## src/rtl/fifo_tx.sv

```systemverilog
`default_nettype none
// ============================================================================
// Module      : fifo_tx
// Description : SpaceWire transmit N-Char FIFO with FCT credit gating.
//               Host writes N-Chars; the TX encoder reads them only while
//               transmit credits are available. Credit overflow is flagged
//               as a sticky link error.
// Revision    : 1.0 - initial release
// ============================================================================
module fifo_tx #(
    parameter int DWIDTH = 9,
    parameter int AWIDTH = 6
) (
    input  logic              clock,
    input  logic              reset,
    input  logic              wr_en,
    input  logic [DWIDTH-1:0] data_in,
    input  logic              rd_en,
    input  logic              got_fct_in,
    input  logic              clear_credit,
    output logic              f_full,
    output logic              f_empty,
    output logic              ready_tx,
    output logic [DWIDTH-1:0] data_out,
    output logic              data_valid,
    output logic [AWIDTH:0]   counter,
    output logic [6:0]        credit_counter,
    output logic              credit_error
);

    localparam int               c_DEPTH_INT   = 2 ** AWIDTH;
    localparam logic [AWIDTH:0]  c_DEPTH       = {1'b1, {AWIDTH{1'b0}}};
    localparam logic [AWIDTH:0]  c_CNT_ONE     = {{AWIDTH{1'b0}}, 1'b1};
    localparam logic [AWIDTH-1:0] c_PTR_ONE    = {{(AWIDTH-1){1'b0}}, 1'b1};
    localparam logic [7:0]       c_CREDIT_MAX  = 8'd56;
    localparam logic [7:0]       c_FCT_CREDITS = 8'd8;

    logic [DWIDTH-1:0] r_mem [c_DEPTH_INT];
    logic [AWIDTH-1:0] r_wr_ptr;
    logic [AWIDTH-1:0] r_rd_ptr;

    logic              w_wr_accept;
    logic              w_rd_accept;
    logic [AWIDTH:0]   w_count_next;
    logic [6:0]        w_credit_after_rd;
    logic [7:0]        w_credit_with_fct;

    // A write is dropped whenever the FIFO is full, regardless of a same-cycle read.
    assign w_wr_accept = wr_en && !f_full;
    assign ready_tx    = !f_empty && (credit_counter != 7'd0);
    assign w_rd_accept = rd_en && ready_tx;

    // A read needs at least one credit, so this subtraction cannot underflow.
    assign w_credit_after_rd = credit_counter - {6'd0, w_rd_accept};
    assign w_credit_with_fct = {1'b0, w_credit_after_rd} + c_FCT_CREDITS;

    // Next occupancy; simultaneous accepted read and write cancel out.
    always_comb begin
        w_count_next = counter;
        case ({w_wr_accept, w_rd_accept})
            2'b10:   w_count_next = counter + c_CNT_ONE;
            2'b01:   w_count_next = counter - c_CNT_ONE;
            default: w_count_next = counter;
        endcase
    end

    // Storage array; left unreset so it can map onto RAM.
    always_ff @(posedge clock) begin
        if (w_wr_accept) begin
            r_mem[r_wr_ptr] <= data_in;
        end
    end

    // Pointers, occupancy and full/empty flags derived from the next count.
    always_ff @(posedge clock or posedge reset) begin
        if (reset) begin
            r_wr_ptr <= '0;
            r_rd_ptr <= '0;
            counter  <= '0;
            f_empty  <= 1'b1;
            f_full   <= 1'b0;
        end else begin
            if (w_wr_accept) begin
                r_wr_ptr <= r_wr_ptr + c_PTR_ONE;
            end
            if (w_rd_accept) begin
                r_rd_ptr <= r_rd_ptr + c_PTR_ONE;
            end
            counter <= w_count_next;
            f_empty <= (w_count_next == '0);
            f_full  <= (w_count_next == c_DEPTH);
        end
    end

    // Registered read port: data_out holds between reads, data_valid pulses once.
    always_ff @(posedge clock or posedge reset) begin
        if (reset) begin
            data_out   <= '0;
            data_valid <= 1'b0;
        end else begin
            data_valid <= w_rd_accept;
            if (w_rd_accept) begin
                data_out <= r_mem[r_rd_ptr];
            end
        end
    end

    // Credit accounting: an FCT that would push credits past 56 is discarded
    // and latches the sticky error; clear_credit overrides everything.
    always_ff @(posedge clock or posedge reset) begin
        if (reset) begin
            credit_counter <= 7'd0;
            credit_error   <= 1'b0;
        end else if (clear_credit) begin
            credit_counter <= 7'd0;
            credit_error   <= 1'b0;
        end else if (got_fct_in) begin
            if (w_credit_with_fct > c_CREDIT_MAX) begin
                credit_counter <= w_credit_after_rd;
                credit_error   <= 1'b1;
            end else begin
                credit_counter <= w_credit_with_fct[6:0];
            end
        end else begin
            credit_counter <= w_credit_after_rd;
        end
    end

endmodule
`default_nettype wire
```

## config.mk

```make
export PLATFORM = sky130hd
export DESIGN_NAME = fifo_tx
export DESIGN_NICKNAME = d
export VERILOG_FILES = /design/src/rtl/fifo_tx.sv
export SDC_FILE = /design/constraint.sdc
export NUM_CORES = 1
export LEC_CHECK = 0
export CORE_ASPECT_RATIO = 2
export CORE_MARGIN = 2
export CORE_UTILIZATION = 45
export CTS_CLUSTER_DIAMETER = 200
export DETAILED_ROUTE_END_ITERATION = 12
export GPL_TIMING_DRIVEN = 1
export HOLD_SLACK_MARGIN = 0.05
export MAX_ROUTING_LAYER = met4
export PLACE_DENSITY = 0.62
export SYNTH_ARGS = -nofsm -noshare
export SYNTH_HDL_FRONTEND = slang
export SYNTH_SLANG_ARGS = --single-unit
```

## constraint.sdc

```tcl
create_clock -name clock -period 4.5 [get_ports clock]
set_input_delay 0.9 -clock clock [delete_from_list [all_inputs] [get_ports clock]]
set_output_delay 0.9 -clock clock [all_outputs]
set_load 0.05 [all_outputs]
```

* Word-level counts from Yosys, hierarchy flattened *
Memories as Yosys holds them, arrays and structs flattened. A register that Yosys moved wholly into a read port is not among the register bits.
Index checks and enable logic that the tools add are counted.
Widths: inputs -> output; s select.

word-level totals
  bits in writable memories = 576
  bits in registers = 30
  word-level logic and storage cells = 38
  memories kept = 1
  output and inout bits = 28
  bits of input ports = 15

memory list
  memory  depth  bits a word  read ports  clocked after Yosys merged registers in  wr ports  line  source
  r_mem   64     9            1           1                                        1         38    logic [DWIDTH-1:0] r_mem [c_DEPTH_INT];

operators by class
  eq/ne operators = 3
  reductions and logical operators = 10
  mux-type cells = 9
  $add $sub $neg = 6
  order comparisons = 1

operators by type and width
  kind                 number
  $mux 7               3
  $pmux 7 s2           1
  $add 6x1->6 const B  2
  $add 7x4->8 const B  1
  $gt 8x6->1 const B   1
  $add 7x1->7 const B  1
  $eq 7x7->1 const B   1
  $logic_not 7->1      1
  $reduce_bool 7->1    1
  $sub 7x1->7          1
  $sub 7x1->7 const B  1
  $mux 1               5
  $reduce_bool 2->1    2
  $logic_and 1x1->1    3
  $eq 2x1->1 const B   1
  $eq 2x2->1 const B   1
  $logic_not 1->1      2
  $reduce_and 2->1     1

* Longest topological paths before layout *
  word-level depth = 9
  depth in mapped cells = 16
  mapped depth without buffers = 15

* Worst setup path before layout *
Ideal clock, no wire load.

  kind = register to register
  from = reg credit_counter[5]
  to = reg credit_counter[3]
  setup time = 128 ps
  buffers on the path = 1
  required time = 4,372 ps
  stages on the path, launching flop included = 16
  arrival time = 4,233 ps
  setup slack = 140 ps
  period minus slack after synthesis = 4,360 ps
  path through = dfrtp_1 -> buf_2 -> nor4_1 -> a21oi_1 -> nand2_1 -> inv_2 -> ha_1 -> or4b_1 -> nand2_1 -> ha_1 -> nand2_1 -> o211ai_1 -> o21ai_0 -> a211oi_2 -> o21ai_1 -> mux2_1

on the way
  longest elaborated chain between the ends = 9

ends and longest elaborated chain
  what                    line  source
  start, declared         27    output logic [6:0] credit_counter,
  start signal, assigned  119   credit_counter <= w_credit_after_rd;
  start signal, assigned  122   credit_counter <= w_credit_with_fct[6:0];
  start signal, assigned  125   credit_counter <= w_credit_after_rd;
  $reduce_bool 7->1 *     50    assign ready_tx = !f_empty && (credit_counter != 7'd0);
  $logic_and 1x1->1 *     50
  net ready_tx            23    output logic ready_tx,
  $logic_and 1x1->1 *     51    assign w_rd_accept = rd_en && ready_tx;
  net w_rd_accept         43    logic w_rd_accept;
  $sub 7x1->7 *           54    assign w_credit_after_rd = credit_counter - {6'd0, w_rd_accept};
  $add 7x4->8             55    assign w_credit_with_fct = {1'b0, w_credit_after_rd} + c_FCT_CREDITS;
  $gt 8x6->1              118   if (w_credit_with_fct > c_CREDIT_MAX) begin
  $mux 7                  118
  $mux 7 *                117   end else if (got_fct_in) begin
  $mux 7 *                114   end else if (clear_credit) begin

Mark *: on every way through the listed nets, which the timed path passes. The rest lies on a longest branch.
A chain may end at the register's enable or synchronous reset.

* Worst setup path after layout *
  from = reg credit_counter[5]
  to = reg f_full

on the way
  longest elaborated chain between the ends = 6
  elaborated cells between the ends (all ways) = 7
  those cells by class = eq/ne (3); mux (1); reduce/logical (3)

ends and longest elaborated chain
  what                                             line  source
  $reduce_bool 7->1 *                              50
  $logic_and 1x1->1 *                              50
  $logic_and 1x1->1 *                              51
  net w_rd_accept                                  43
  $eq 2x1->1 / $eq 2x2->1 (equally long branches)  60    case ({w_wr_accept, w_rd_accept})
  $pmux 7 s2 *                                     60
  net w_count_next[6]                              44    logic [AWIDTH:0] w_count_next;
  $eq 7x7->1 *                                     91    f_full <= (w_count_next == c_DEPTH);
  end signal, assigned                             91
  end, declared                                    21    output logic f_full,

Marks and branches as above.

==> run metrics <==
DIE WIDTH 169 µm; gr ovfl total 0; register clock-pin slew on the reported worst setup and hold paths 70 ps; y dimension of the die 333 µm; critical path startpoint category flop; Max transition margin 14.8%; Die Footprint 0.0562 mm²; Worst-Margin Slew 1280 ps; main combinational cell family by area after synthesis multiplexers; post-route cell area 0.0277 mm²; number of antenna violations at the first check in global routing 0; Setup CP Type flop to flop; clock latency reported for the late side of the worst-skew pair 590 ps; min cycle time layout 3710 ps; synthesized area per cell 19.6 µm²; leakage dissipation 9.10 nW; number of hold-slack violations in the final timing report 0; residual DRC count 0; sum of negative setup slack 0 ps; number of library cell types mapped by synthesis 61; maximum number of buffers from clock root to sink 3; most area-hungry cell type in the Yosys netlist sky130_fd_sc_hd__edfxtp_1; number of endpoints failing setup at the final stage 0; first-pass GRT wire length 83800 µm; maximum fanout along the worst path 11; number of synthesized register bits 615; Post-synth EDFFs 576; Synth top area share 70.8%; top cells by area, synth sky130_fd_sc_hd__edfxtp_1 (71%), sky130_fd_sc_hd__mux4_2 (11%), sky130_fd_sc_hd__dfrtp_1 (3.9%); multiplexer share of the synthesized area 15.0%; final worst-path cycle share 82.4%; gp weighted congestion 0.896; highest clock rate 270 MHz; Rows 120; total count of max-transition violations in the final report 0; setup repair after global routing missed its margin false; hold-fix buffers at CTS 0; I/O pin total 43; share of flip-flops with an asynchronous set or reset after synthesis 6.34%; number of buffers added for setup after CTS 0; Initial Util 45.5%; DRC violation total after the first TritonRoute iteration 912; max capacitance violation total 0; kind of end point of the critical path flop; final routed wirelength across all metal layers 56800 µm; gate count of the mapped netlist 1248; area share of fa/ha/maj cells after synthesis 0.646%; basic-gate share of the synthesized area counting and, or, nand and nor cells 4.02%; Compound-Gate Fraction of Synth Area 3.33%; Fillers 4180; xor and xnor area share after synthesis 0.682%; Final Skew 11.4 ps; Hold Worst Slack 500 ps; synthesized net count 1275; Global Route Usage Sum 21.2%; sequential-to-total area share from yosys stat 74.9%; residual antenna-violating net count after detailed routing 0; Yosys warnings 0; number of CTS-inserted buffers 50; Primary FF master, synth sky130_fd_sc_hd__edfxtp_1; synth-to-layout area growth 13.3%; status finished clean; Hold WC Path Type flop to flop; vias in the first global route 12700; clock tree root buffer cell sky130_fd_sc_hd__clkbuf_16; worst ir drop on vdd 0.490 mV; combined area of all synthesized cells 0.0244 mm²; clock tree from TritonCTS yes; Buffers on Ports 42; H-tree level count 2; Post-layout nets 1401; count of clock tree sinks 615; maximum number of pins on one net before global-route repair 109; dpl cell area 0.0261 mm²; pwr/cell area 607 mW/mm²; DR vias 12200; arrival time worst endpoint 4230 ps; length of the first detailed-routing pass in iterations 4; dpl hpwl 37000 µm; via/cell ratio 5.84; # diodes 0; Post-CTS Resized 0; share of post-route cells with drive strength above 1 22.3%; critical path data required time 5020 ps; detail-routed net length per standard cell 27.2 µm; Core Footprint 0.0536 mm²
## sequential cells by signal (all words and copies together), names as in the netlist
name,flops
r_mem,576
data_out,9
counter,7
credit_counter,7
r_rd_ptr,6
r_wr_ptr,6
credit_error,1
data_valid,1
f_empty,1
f_full,1
## metrics by stage
step	total power, mW	utilization, %	instances	setup slack, ps
after floorplan	10.8	-	1248	140
after global placement	12.6	48.6	1993	515
after detailed placement	12.7	48.6	1993	412
after CTS	17.0	51.6	2086	809
after global routing	17.5	51.6	2086	466
final	16.8	51.6	2086	794
## power breakdown
part           switching [mW]  total [mW]  internal [mW]
clock                    1.99        4.30           2.32
sequential              0.442        7.05           6.61
combinational            3.17        5.43           2.26
total                    5.60        16.8           11.2
## cell usage in the layout (no fill, tap or decap), types with 4 or more instances in the layout
cell,n
sky130_fd_sc_hd__nand4_1,4
sky130_fd_sc_hd__o22ai_1,12
sky130_fd_sc_hd__nor2b_1,12
sky130_fd_sc_hd__o221ai_1,12
sky130_fd_sc_hd__buf_4,93
sky130_fd_sc_hd__xnor2_1,15
sky130_fd_sc_hd__mux4_1,5
sky130_fd_sc_hd__dfrtp_1,35
sky130_fd_sc_hd__clkbuf_1,7
sky130_fd_sc_hd__inv_1,8
sky130_fd_sc_hd__a211oi_1,13
sky130_fd_sc_hd__edfxtp_1,576
sky130_fd_sc_hd__xor2_1,4
sky130_fd_sc_hd__mux2i_1,73
sky130_fd_sc_hd__o211ai_1,5
sky130_fd_sc_hd__clkinv_1,15
sky130_fd_sc_hd__mux4_2,121
sky130_fd_sc_hd__a22oi_1,9
sky130_fd_sc_hd__nor3b_1,7
sky130_fd_sc_hd__a221oi_1,5
sky130_fd_sc_hd__nor4_1,6
sky130_fd_sc_hd__clkdlybuf4s50_1,33
sky130_fd_sc_hd__a32oi_1,5
sky130_fd_sc_hd__a21oi_1,18
sky130_fd_sc_hd__o21ai_0,12
sky130_fd_sc_hd__clkinv_2,12
sky130_fd_sc_hd__a21o_1,5
sky130_fd_sc_hd__buf_2,9
sky130_fd_sc_hd__nand2_1,45
sky130_fd_sc_hd__nor3_1,8
sky130_fd_sc_hd__ha_1,11
sky130_fd_sc_hd__mux2_2,5
sky130_fd_sc_hd__nor2_1,87
sky130_fd_sc_hd__clkbuf_16,53
sky130_fd_sc_hd__nand3_1,18
sky130_fd_sc_hd__nand3b_1,5
## path summary, 6_finish.rpt
kind / start / endpoint / slack, ps / cells past startpoint
setup / recovery: credit_counter[5] / f_full / 790 / 13
hold / removal: credit_error / credit_error / 500 / 1
setup reg to reg: credit_counter[5] / f_full / 790 / 13
hold reg to reg: credit_error / credit_error / 500 / 1
max in group asynchronous: reset / r_rd_ptr[1] / 3340 / 3
min in group asynchronous: reset / counter[2] / 750 / 3
## final cells by class
type	instances	area (µm²)	area share, %
clock buffers	60	1350	4.89
clock inverters	33	235	0.851
inverters	10	37.5	0.136
multi-input cells	559	5770	20.9
flip-flops and latches	615	18300	66.1
well taps	671	840	3.04
repair buffers	138	1130	4.10
## metal layers
metal  vias up  part of all wire (%)  track usage, %  wire [µm]
met1      6412                    35            22.9      20000
met3       101                   3.9            2.24       2230
met2       326                    57            39.5      32300
met5         -                     0               -          0
met4         0                   4.0            8.42       2280
li1       5333                     -               -          -
## cells by family after synthesis
family | after synthesis
adder cells (fa/ha/maj) | 12
buffers and inverters | 74
multiplexers | 205
flip-flops | 615
AND/OR/NAND/NOR | 210
AO/OA/AOI/OAI | 113
XOR/XNOR | 19
## critical path, stage by stage (launching register included)
cell and delay (ps):
sky130_fd_sc_hd__dfrtp_1 500, sky130_fd_sc_hd__nor4_1 450, sky130_fd_sc_hd__a21oi_1 160, sky130_fd_sc_hd__nand2_1 130, sky130_fd_sc_hd__inv_2 40, sky130_fd_sc_hd__buf_4 180, sky130_fd_sc_hd__ha_1 330, sky130_fd_sc_hd__fa_1 450
sky130_fd_sc_hd__a21o_1 210, sky130_fd_sc_hd__a21o_1 190, sky130_fd_sc_hd__a2111oi_0 470, sky130_fd_sc_hd__nor4_1 140, sky130_fd_sc_hd__xnor2_1 230, sky130_fd_sc_hd__nor2b_1 150
## synthesized netlist by cell type (all sizes together) (13+ instances only)
cell,number
buf,33
nand3,18
clkbuf,31
nand2,45
a21oi,18
xnor2,15
mux2i,73
nor2,87
a211oi,14
o21ai,13
dfrtp,38
mux4,126
edfxtp,576
Power figures use the tool's default switching activity.
